File: config.mk
export PLATFORM = sky130hd
export DESIGN_NAME = tx_event_fifo_flat
export DESIGN_NICKNAME = d
export VERILOG_FILES = /design/src/rtl/tx_event_fifo_if.sv /design/src/rtl/tx_event_fifo.sv /design/src/flat_wrapper.sv
export SDC_FILE = /design/constraint.sdc
export NUM_CORES = 1
export LEC_CHECK = 0
export ABC_AREA = 0
export CAP_MARGIN = 10
export CORE_MARGIN = 4
export CORE_UTILIZATION = 50
export CTS_CLUSTER_DIAMETER = 200
export DETAILED_ROUTE_END_ITERATION = 8
export GPL_TIMING_DRIVEN = 1
export HOLD_SLACK_MARGIN = 0.08
export PLACE_DENSITY_LB_ADDON = 0.15
export SYNTH_ARGS = -nofsm -noshare
export SYNTH_HDL_FRONTEND = slang
export SYNTH_SLANG_ARGS = --single-unit
File: constraint.sdc
create_clock -name clk -period 4 [get_ports clk]
set_input_delay 0.8 -clock clk [delete_from_list [all_inputs] [get_ports clk]]
set_output_delay 0.8 -clock clk [all_outputs]
set_load 0.01 [all_outputs]
File: src/rtl/tx_event_fifo_if.sv
// tx_event_fifo_if: comms_ctrl write side and uart_tx load/busy handshake of the event FIFO.
interface tx_event_fifo_if #(
    parameter int WIDTH      = 54,
    parameter int ADDR_WIDTH = 4
);
    logic                  write_fifo_n;
    logic [WIDTH-1:0]      fifo_data_in;
    logic                  tx_busy;
    logic                  clr_overflow;
    logic [WIDTH-1:0]      tx_data;
    logic                  ld_tx_data;
    logic                  fifo_empty;
    logic                  fifo_full;
    logic [ADDR_WIDTH:0]   fifo_counter;
    logic                  overflow;
    modport master (
        output write_fifo_n, fifo_data_in, tx_busy, clr_overflow,
        input  tx_data, ld_tx_data, fifo_empty, fifo_full, fifo_counter, overflow
    );
    modport slave (
        input  write_fifo_n, fifo_data_in, tx_busy, clr_overflow,
        output tx_data, ld_tx_data, fifo_empty, fifo_full, fifo_counter, overflow
    );
endinterface

File: src/rtl/tx_event_fifo.sv
// tx_event_fifo: circular buffer of event words, handed to uart_tx one at a time
// through a registered ld_tx_data strobe paced by tx_busy.
module tx_event_fifo #(
    parameter int WIDTH      = 54,
    parameter int DEPTH      = 16,
    parameter int ADDR_WIDTH = 4
) (
    input logic              clk,
    input logic              reset,
    tx_event_fifo_if.slave   bus
);
    typedef enum logic [1:0] {IDLE, LOAD, HOLD, DRAIN} state_e;
    state_e                state_q, state_d;
    logic                  hold_q, hold_d;
    logic [ADDR_WIDTH-1:0] wr_ptr_q, rd_ptr_q;
    logic [ADDR_WIDTH:0]   cnt_q, cnt_d;
    logic [WIDTH-1:0]      mem [DEPTH];
    logic [WIDTH-1:0]      tx_data_q;
    logic                  ld_q, ovf_q;
    logic                  empty, full, push, drop, pop;

    assign empty = cnt_q == '0;
    assign full  = cnt_q == (ADDR_WIDTH+1)'(DEPTH);
    // full is judged on the pre-edge count, so a same-edge pop never rescues a write
    assign push  = !bus.write_fifo_n && !full;
    assign drop  = !bus.write_fifo_n && full;
    assign pop   = state_q == IDLE && !empty && !bus.tx_busy;
    assign cnt_d = (push && !pop) ? cnt_q + 1'b1 : (pop && !push) ? cnt_q - 1'b1 : cnt_q;

    always_comb begin
        state_d = state_q;
        hold_d  = hold_q;
        case (state_q)
            IDLE:  if (pop) state_d = LOAD;
            LOAD:  begin
                state_d = HOLD;
                hold_d  = 1'b0;
            end
            // uart_tx raises tx_busy a cycle late, so ignore it for two cycles
            HOLD:  begin
                hold_d = 1'b1;
                if (hold_q) state_d = DRAIN;
            end
            DRAIN: if (!bus.tx_busy) state_d = IDLE;
            default: state_d = IDLE;
        endcase
    end

    always_ff @(posedge clk) begin
        if (reset) begin
            state_q   <= IDLE;
            hold_q    <= 1'b0;
            wr_ptr_q  <= '0;
            rd_ptr_q  <= '0;
            cnt_q     <= '0;
            tx_data_q <= '0;
            ld_q      <= 1'b0;
            ovf_q     <= 1'b0;
        end else begin
            state_q  <= state_d;
            hold_q   <= hold_d;
            cnt_q    <= cnt_d;
            ld_q     <= pop;
            ovf_q    <= drop ? 1'b1 : bus.clr_overflow ? 1'b0 : ovf_q;
            if (push) wr_ptr_q <= wr_ptr_q + 1'b1;
            if (pop) begin
                rd_ptr_q  <= rd_ptr_q + 1'b1;
                tx_data_q <= mem[rd_ptr_q];
            end
        end
    end

    always_ff @(posedge clk) begin
        if (push && !reset) mem[wr_ptr_q] <= bus.fifo_data_in;
    end

    assign bus.tx_data      = tx_data_q;
    assign bus.ld_tx_data   = ld_q;
    assign bus.fifo_empty   = empty;
    assign bus.fifo_full    = full;
    assign bus.fifo_counter = cnt_q;
    assign bus.overflow     = ovf_q;
endmodule

File: src/flat_wrapper.sv
// flat-port wrapper written by rule: the top's interface ports become plain ports
module tx_event_fifo_flat 
#(
    parameter int WIDTH      = 54,
    parameter int DEPTH      = 16,
    parameter int ADDR_WIDTH = 4
)
  (clk, reset, bus_write_fifo_n, bus_fifo_data_in, bus_tx_busy, bus_clr_overflow, bus_tx_data, bus_ld_tx_data, bus_fifo_empty, bus_fifo_full, bus_fifo_counter, bus_overflow);
  tx_event_fifo_if #(.WIDTH(WIDTH), .ADDR_WIDTH(ADDR_WIDTH)) bus_i ();
  input logic clk;
  input logic reset;
  input wire logic [$bits(bus_i.write_fifo_n)-1:0] bus_write_fifo_n;
  input wire logic [$bits(bus_i.fifo_data_in)-1:0] bus_fifo_data_in;
  input wire logic [$bits(bus_i.tx_busy)-1:0] bus_tx_busy;
  input wire logic [$bits(bus_i.clr_overflow)-1:0] bus_clr_overflow;
  output wire logic [$bits(bus_i.tx_data)-1:0] bus_tx_data;
  output wire logic [$bits(bus_i.ld_tx_data)-1:0] bus_ld_tx_data;
  output wire logic [$bits(bus_i.fifo_empty)-1:0] bus_fifo_empty;
  output wire logic [$bits(bus_i.fifo_full)-1:0] bus_fifo_full;
  output wire logic [$bits(bus_i.fifo_counter)-1:0] bus_fifo_counter;
  output wire logic [$bits(bus_i.overflow)-1:0] bus_overflow;
  assign bus_i.write_fifo_n = bus_write_fifo_n;
  assign bus_i.fifo_data_in = bus_fifo_data_in;
  assign bus_i.tx_busy = bus_tx_busy;
  assign bus_i.clr_overflow = bus_clr_overflow;
  assign bus_tx_data = bus_i.tx_data;
  assign bus_ld_tx_data = bus_i.ld_tx_data;
  assign bus_fifo_empty = bus_i.fifo_empty;
  assign bus_fifo_full = bus_i.fifo_full;
  assign bus_fifo_counter = bus_i.fifo_counter;
  assign bus_overflow = bus_i.overflow;
  tx_event_fifo #(.WIDTH(WIDTH), .DEPTH(DEPTH), .ADDR_WIDTH(ADDR_WIDTH)) u_core (.clk(clk), .reset(reset), .bus(bus_i));
endmodule
Word-level counts from Yosys, hierarchy flattened

Memory sizes are Yosys's and may differ from the RTL's. A register that Yosys moved wholly into a read port is not among the register bits.
Cells that the tools add are included.
W data, S select, Z words.

Reductions and logical operators: 20
Mux-type cells: 11
Eq/ne operators: 7
$add $sub $neg: 4

Operators with widths:

| operator              | count |
|---|---|
| $mux W5               | 2 |
| $add A4 B1 Y4 const B | 2 |
| $pmux W2 S4           | 1 |
| $logic_and A1 B1 Y1   | 7 |
| $logic_not A1 Y1      | 7 |
| $mux W2               | 3 |
| $reduce_bool A2 Y1    | 3 |
| $add A5 B1 Y5 const B | 1 |
| $eq A5 B5 Y1 const B  | 1 |
| $logic_not A5 Y1      | 1 |
| $sub A5 B1 Y5 const B | 1 |
| $eq A2 B2 Y1 const B  | 2 |
| $mux W1               | 4 |
| $ne A2 B1 Y1 const B  | 2 |
| $reduce_and A3 Y1     | 1 |
| $eq A2 B1 Y1 const B  | 1 |
| $logic_not A2 Y1      | 1 |
| $ne A2 B2 Y1 const B  | 1 |
| $pmux W1 S2           | 1 |

Register bits after elaboration: 18
Output and inout port bits: 63
RAM bits: 864
Logic and storage cells: 50
Memories: 1
Bits of input ports: 59

Memory list:

| name       | depth | bits a word | read ports | clocked after Yosys merged registers in | write ports | line                | source |
|---|---|---|---|---|---|---|---|
| u_core.mem | 16    | 54          | 1          | 1                                       | 1           | tx_event_fifo.sv:17 | `logic [WIDTH-1:0] mem [DEPTH];` |

Logic depth before layout (Yosys ltp)

Gate-level depths: netlist of run 1.

Depth in word-level cells: 7
Depth in mapped cells: 14
Gate-level depth less buffers: 12

Least setup slack after synthesis of run 1

OpenSTA, ideal clock, no wires.

Kind: input-to-reg
From: input bus_write_fifo_n
To: memory u_core.mem[11][0] (enable)
Arrival time: 2.754 ns
Path buffers: 1
Setup time: 0.418 ns
Required time: 3.582 ns
Stages on the path: 3
Slack: 0.828 ns
Path through: nor3_1 clkbuf_1 and3_1

Longest elaborated chain between the ends: 5

RTL lines:

| item                          | line                | source |
|---|---|---|
| start: declaration            | flat_wrapper.sv:12  | `input wire logic [$bits(bus_i.write_fifo_n)-1:0] bus_write_fifo_n;` |
| $logic_not A1 Y1              | tx_event_fifo.sv:25 | `assign push = !bus.write_fifo_n && !full;` |
| $logic_and A1 B1 Y1           | tx_event_fifo.sv:25 |  |
| $logic_and A1 B1 Y1           | tx_event_fifo.sv:74 | `if (push && !reset) mem[wr_ptr_q] <= bus.fifo_data_in;` |
| $mux W1                       | tx_event_fifo.sv:74 |  |
| $mux W1 (implied by the code) | tx_event_fifo.sv:74 |  |
| end: declaration              | tx_event_fifo.sv:17 |  |

Every way passes these cells.

Final worst setup path of run 1

From: register u_core.cnt_q[0], in the netlist u_core.bus.fifo_counter[0]
To: output bus_fifo_full

Longest elaborated chain between the ends: 1

RTL lines:

| item                     | line                | source |
|---|---|---|
| start: declaration       | tx_event_fifo.sv:16 | `logic [ADDR_WIDTH:0] cnt_q, cnt_d;` |
| start signal: assignment | tx_event_fifo.sv:62 | `cnt_q <= cnt_d;` |
| $eq A5 B5 Y1             | tx_event_fifo.sv:23 | `assign full = cnt_q == (ADDR_WIDTH+1)'(DEPTH);` |
| end: declaration         | flat_wrapper.sv:19  | `output wire logic [$bits(bus_i.fifo_full)-1:0] bus_fifo_full;` |

Every way passes these cells.

==> impl_metrics.json, run 1 <==
{
  "status": "finished clean",
  "mappedNetlistArea_um2": 35700,
  "ff2ff_path_depth": 9,
  "cts.path.max_buffers": 3,
  "crit_path_max_fanout": 6,
  "dp_cells": 2669,
  "ant_nets": 0,
  "cp.arrival_ns": 2.46,
  "grt_usage_pct": 21.5,
  "finalWirelength_mm": 80.1,
  "holdPathEnd": "u_core.bus.overflow",
  "relSlewSlack_pct": 33.4,
  "layout-drive-gt1-share_pct": 22.9,
  "hp-start": "u_core.bus.overflow",
  "end_kind": "primary output",
  "fp.dieW_um": 275,
  "finalSetupViolations": 0,
  "crit_type": "register to primary output",
  "worst_slew_pin_slew_ns": 0.999,
  "design.core.area_um2": 70400,
  "syn_to_final_growth_pct": 16.6,
  "rsz0062_at_grt": "no",
  "slew_viol_final": 0,
  "clock-sinks": 936,
  "grt_pass1_vias": 17800,
  "timing.rr.start": "u_core.bus.fifo_counter[0]",
  "leakagePower_nw": 12.8,
  "post_drt_via_cell_ratio": 5.98,
  "synthArstFlopShare_pct": 0,
  "p_per_area_nw_per_um2": 582,
  "skew_ns": 0.0133,
  "hp-class": "register to register",
  "r2r-end": "u_core.bus.fifo_counter[4]",
  "fin_crit_ns": 3.26,
  "peakVddDrop_mv": 0.517,
  "cts_tree": "done",
  "pin_count": 122,
  "gp_congestion": 0.759,
  "final_cells": 2849,
  "num_vias": 17000,
  "yosys_warnings": 0,
  "start_util_pct": 50.7,
  "worst_skew_pair.late_latency_ns": 0.63,
  "fmax_mhz": 306,
  "seq_area_frac_synth_pct": 76.8,
  "grt_pass1_wl_mm": 119,
  "post_cts_resized": 0,
  "cts_hold_buf": 0,
  "dieArea_um2": 75700,
  "reg2reg_slack_ns": 0.98,
  "place_hpwl_mm": 42.7,
  "avgSynthCellArea_um2": 21.7,
  "slowest_delay_ns": 0.62,
  "wl_per_cell_um": 28.1,
  "root_buffer": "clkbuf_16",
  "grt_overflow": 0,
  "fp.dieH_um": 275,
  "drc": 0,
  "grt_max_degree": 75,
  "nets": 1899,
  "crit_path_start_kind": "register",
  "synthFlopType": "edfxtp_1",
  "mappedNetlistNets": 1720,
  "crit_path_top_delay_cell": "nor4_1",
  "crit_required_ns": 3.20,
  "ys_ff_latch": 936,
  "numPortBuffers": 121,
  "finalCritPeriodShare_pct": 81.6,
  "path_clk_slew_ns": 0.06,
  "min_path_cells": 2,
  "post_cts_buffers": 0,
  "rows": 97,
  "fin_setup_tns_ns": 0,
  "htreeDepth": 3,
  "ys_types": 47,
  "cap_violations": 0,
  "antenna_found_initial": 7,
  "drtPass1Iterations": 5,
  "synth_cells": 1647,
  "worstPathCellList": "nor4_1 > and2_1 > clkdlybuf4s50_1",
  "synth_edf_count": 864,
  "hold_viol": 0,
  "cts_buffers": 95,
  "initialDrtViolationCount": 1381
}
==> Yosys cell counts (all sizes together) (2+ instances only) <==
cell type / instances / share of area (%)
a21o: 2 / 0.042
xor2: 4 / 0.098
nand3b: 40 / 0.85
buf: 70 / 1.2
o211ai: 2 / 0.042
or3: 2 / 0.049
clkbuf: 26 / 0.28
inv: 8 / 0.084
dfxtp: 72 / 4.0
nand3: 2 / 0.028
and3: 13 / 0.23
mux4: 182 / 11
mux2i: 147 / 4.1
nor2: 37 / 0.39
edfxtp: 864 / 73
and4: 4 / 0.098
ha: 13 / 0.46
nand2b: 3 / 0.053
a211oi: 36 / 0.76
a21oi: 23 / 0.32
xnor2: 5 / 0.12
nand2: 2 / 0.021
o22ai: 34 / 0.60
nor2b: 6 / 0.11
o221ai: 37 / 1.4
==> cell families after synthesis <==
| family | share of synthesized area, % |
|---|---|
| buffers and inverters | 1.59 |
| AO/OA/AOI/OAI | 3.32 |
| AND/OR/NAND/NOR | 1.93 |
| flip-flops | 76.8 |
| multiplexers | 15.6 |
| XOR/XNOR | 0.221 |
| adder cells (fa/ha/maj) | 0.512 |
==> how the worst max path moves through the flow <==
stage	from	to	slack (ns)	depth (start not counted)
final	u_core.bus.fifo_counter[0]	bus_fifo_full	0.74	3
after global routing	u_core.bus.fifo_counter[0]	bus_fifo_full	0.55	3
after CTS	u_core.bus.fifo_counter[0]	bus_fifo_full	0.69	3
after detailed placement	bus_write_fifo_n	u_core.bus.fifo_counter[4]	0.58	9
after global placement	bus_write_fifo_n	u_core.bus.fifo_counter[4]	0.61	9
after floorplan	bus_write_fifo_n	u_core.mem[11][0]	0.83	3
==> layout make-up <==
type	instances	area, µm²
fill	5090	28800
timing repair buffer	178	2000
inverter	8	30.0
clock inverter	51	542
clock buffer	127	2630
antenna	2	5.00
tap	940	1180
multi-input combinational	607	7790
sequential	936	27400
==> cell usage in the layout (no fill, tap or decap), types with 3 or more instances in the layout <==
master           instances
o221ai_2                30
o221ai_1                 7
dfxtp_1                 69
nand2b_1                 3
ha_1                    13
clkbuf_1                22
edfxtp_1               864
xor2_1                   4
bufinv_16               11
nand3b_1                39
nor2_1                  37
a21oi_1                 23
clkinvlp_4               3
clkinv_2                18
and3_4                  12
buf_12                  29
clkbuf_8                 7
mux4_2                 182
dfxtp_4                  3
o22ai_1                 34
buf_4                   29
nor2b_1                  6
clkbuf_16               98
mux2i_1                147
clkinv_1                15
clkdlybuf4s50_1        120
and4_4                   4
a211oi_1                36
xnor2_1                  5
inv_1                    7
==> layer usage <==
metal	part of all wire, %	GRT usage, %
met5	0.064	0
met4	1.8	5.30
met3	5.4	3.83
met2	49	34.8
met1	44	30.9
==> flip-flops by register name (all words and copies together) (netlist names) <==
register	flops
u_core.bus.overflow	1
u_core.bus.fifo_counter	5
u_core.bus.ld_tx_data	1
u_core.rd_ptr_q	4
u_core.state_q	2
u_core.bus.tx_data	54
u_core.mem	864
u_core.wr_ptr_q	4
u_core.hold_q	1
==> per-stage QoR <==
stage               setup slack [ns]  total power [W]  util, %  hold WS [ns]  cell area [µm²]
finish                         0.737           0.0242     59.1         0.473            41600
global route                   0.546           0.0251     59.1         0.502            41600
CTS                            0.690           0.0244     59.1         0.475            41600
detailed placement             0.582           0.0155     54.5         0.466            38400
global placement               0.608           0.0154     54.5         0.457            38400
floorplan                      0.828           0.0140        -         0.451            35700
==> report_power, final <==
group	internal [W]	leakage (nW)	switching (W)	total, W
clock	0.00533	1.55	0.00359	0.00892
combinational	0.00181	2.84	0.00200	0.00381
sequential	0.0111	8.37	0.000380	0.0115
total	0.0182	12.8	0.00598	0.0242
==> critical path: cells and delay by family (launching register included) <==
family	cells	cell delay, ns
and+or+nand+nor	2	0.90
buffers and inverters	1	0.56
DFF	1	0.38
No activity file was read; power rests on OpenSTA's default activity.
==> run 2: changes to the inputs <==
clock period = 3 ns   (was 4 ns; I/O delays follow)
==> run 2 against run 1 <==
Compared with the run above:
- routed wire length shrank 1.6%
- highest routed layer unchanged
- power grew 31%
- clock-buffer cell count rose by 8
- worst hold slack worse by 0.15 ns
- via count grew 0.73%
- sequential cell count unchanged
- core utilization increased by 0.092 points
- sequential power increased by 32%
==> impl_metrics.json, run 2 (same netlist as run 1, synthesis figures left out) <==
{
  "wl_per_cell_um": 27.5,
  "ant_nets": 0,
  "worst_skew_pair.late_latency_ns": 0.64,
  "root_buffer": "clkbuf_16",
  "fin_setup_tns_ns": 0,
  "min_path_cells": 2,
  "place_hpwl_mm": 41.3,
  "fin_crit_ns": 2.80,
  "hp-class": "primary input to register",
  "antenna_found_initial": 6,
  "met3_usage_pct": 3.41,
  "cp.arrival_ns": 2.20,
  "initialDrtViolationCount": 1622,
  "mostFrequentLayoutCells": "edfxtp_1 (864), mux4_2 (182), mux2i_1 (147)",
  "crit_type": "register to primary output",
  "timing.rr.start": "u_core.bus.fifo_counter[0]",
  "worst_slew_pin_slew_ns": 1.09,
  "ff2ff_path_depth": 10,
  "drc": 0,
  "largest-register": "u_core.mem",
  "grt_pass1_vias": 17500,
  "grt.busiest_layer": "met2",
  "leakagePower_nw": 12.8,
  "drtPass1Iterations": 5,
  "htreeDepth": 3,
  "cap_violations": 0,
  "post_drt_via_cell_ratio": 6.00,
  "grt_overflow": 0,
  "fp.dieH_um": 275,
  "rows": 97,
  "peakVddDrop_mv": 0.595,
  "crit_path_start_kind": "register",
  "slowest_delay_ns": 0.57,
  "skew_ns": 0.0252,
  "fmax_mhz": 357,
  "layout_setup_ws_ns": 0.197,
  "worstPathCellList": "or4_4 > nor2_1 > clkdlybuf4s50_1",
  "relSlewSlack_pct": 27.1,
  "path_clk_slew_ns": 0.06,
  "largest_reg_flops": 864,
  "clock-sinks": 936,
  "end_kind": "primary output",
  "cts.path.max_buffers": 3,
  "fp.dieW_um": 275,
  "cts_buffers": 93,
  "grtUsageMet1_pct": 30.2,
  "cts_tree": "done",
  "grt_pass1_wl_mm": 117,
  "r2r-end": "u_core.bus.fifo_counter[4]",
  "syn_to_final_growth_pct": 16.7,
  "grt_max_degree": 103,
  "num_vias": 17200,
  "layout-drive-gt1-share_pct": 23.5,
  "use_met2_pct": 34.6,
  "finalWirelength_mm": 78.8,
  "design.core.area_um2": 70400,
  "layout.cells.most_common": "edfxtp_1",
  "dieArea_um2": 75700,
  "p_per_area_nw_per_um2": 758,
  "hp-start": "reset",
  "start_util_pct": 50.7,
  "rsz0062_at_grt": "no",
  "numPortBuffers": 121,
  "grt_usage_pct": 21.1,
  "reg2reg_slack_ns": 0.23,
  "slew_viol_final": 0,
  "finalCritPeriodShare_pct": 93.4,
  "hold_viol": 0,
  "crit_required_ns": 2.40,
  "nets": 1917,
  "crit_path_max_fanout": 5,
  "pin_count": 122,
  "finalSetupViolations": 0,
  "status": "finished clean",
  "gp_congestion": 0.737,
  "preCtsSetupSlack_ns": -0.00328,
  "holdPathEnd": "u_core.rd_ptr_q[0]",
  "post_cts_buffers": 0,
  "crit_path_top_delay_cell": "or4_4"
}
run 2: critical path: cells and delay by family, from the launching register on:
kind          cells  cell delay [ns]
simple gates      2             0.72
buf+inv           1             0.56
flops             1             0.32
run 2: final cells by class:
type,count,area [µm²]
fillers,5068,28800
flip-flops and latches,936,27400
multi-input cells,607,7820
clock buffers,135,2620
repair buffers,198,2290
well taps,940,1180
clock inverters,36,302
inverters,8,30.0
diodes,4,10.0
run 2: stage by stage:
stage	hold WS [ns]	util, %	cells	area [µm²]	total power (W)
final	0.320	59.2	2864	41600	0.0316
after global placement	0.457	55.0	2689	38700	0.0207
after floorplan	0.451	-	1647	35700	0.0187
after detailed placement	0.476	55.0	2689	38700	0.0208
after global routing	0.300	59.1	2861	41600	0.0329
after CTS	0.266	59.1	2860	41600	0.0320
run 2: layer usage:
metal | routed length (µm) | up-vias
met5 | 23 | -
met3 | 4580 | 100
met2 | 39000 | 524
li1 | - | 7331
met4 | 1430 | 4
met1 | 33800 | 9211
run 2: how the worst max path moves through the flow:
stage                            endpoint                  startpoint  slack (ns)
6_report                   bus_fifo_empty  u_core.bus.fifo_counter[0]        0.20
5_1_grt                    bus_fifo_empty  u_core.bus.fifo_counter[0]        0.10
4_1_cts                     bus_fifo_full  u_core.bus.fifo_counter[0]        0.01
3_5_place_dp   u_core.bus.fifo_counter[4]                 bus_tx_busy      -0.003
3_3_place_gp   u_core.bus.fifo_counter[4]                 bus_tx_busy       0.006
2_1_floorplan  u_core.bus.fifo_counter[4]  u_core.bus.fifo_counter[0]        0.01
run 2: repair_timing:
action | CTS | global route
hold buffers | 0 | 0
resized for setup | 2 | 1
setup endpoints to repair | 1 | 1
run 2: power breakdown:
part	switching [W]	internal [W]
clock network	0.00466	0.00641
registers	0.000384	0.0148
logic	0.00282	0.00254
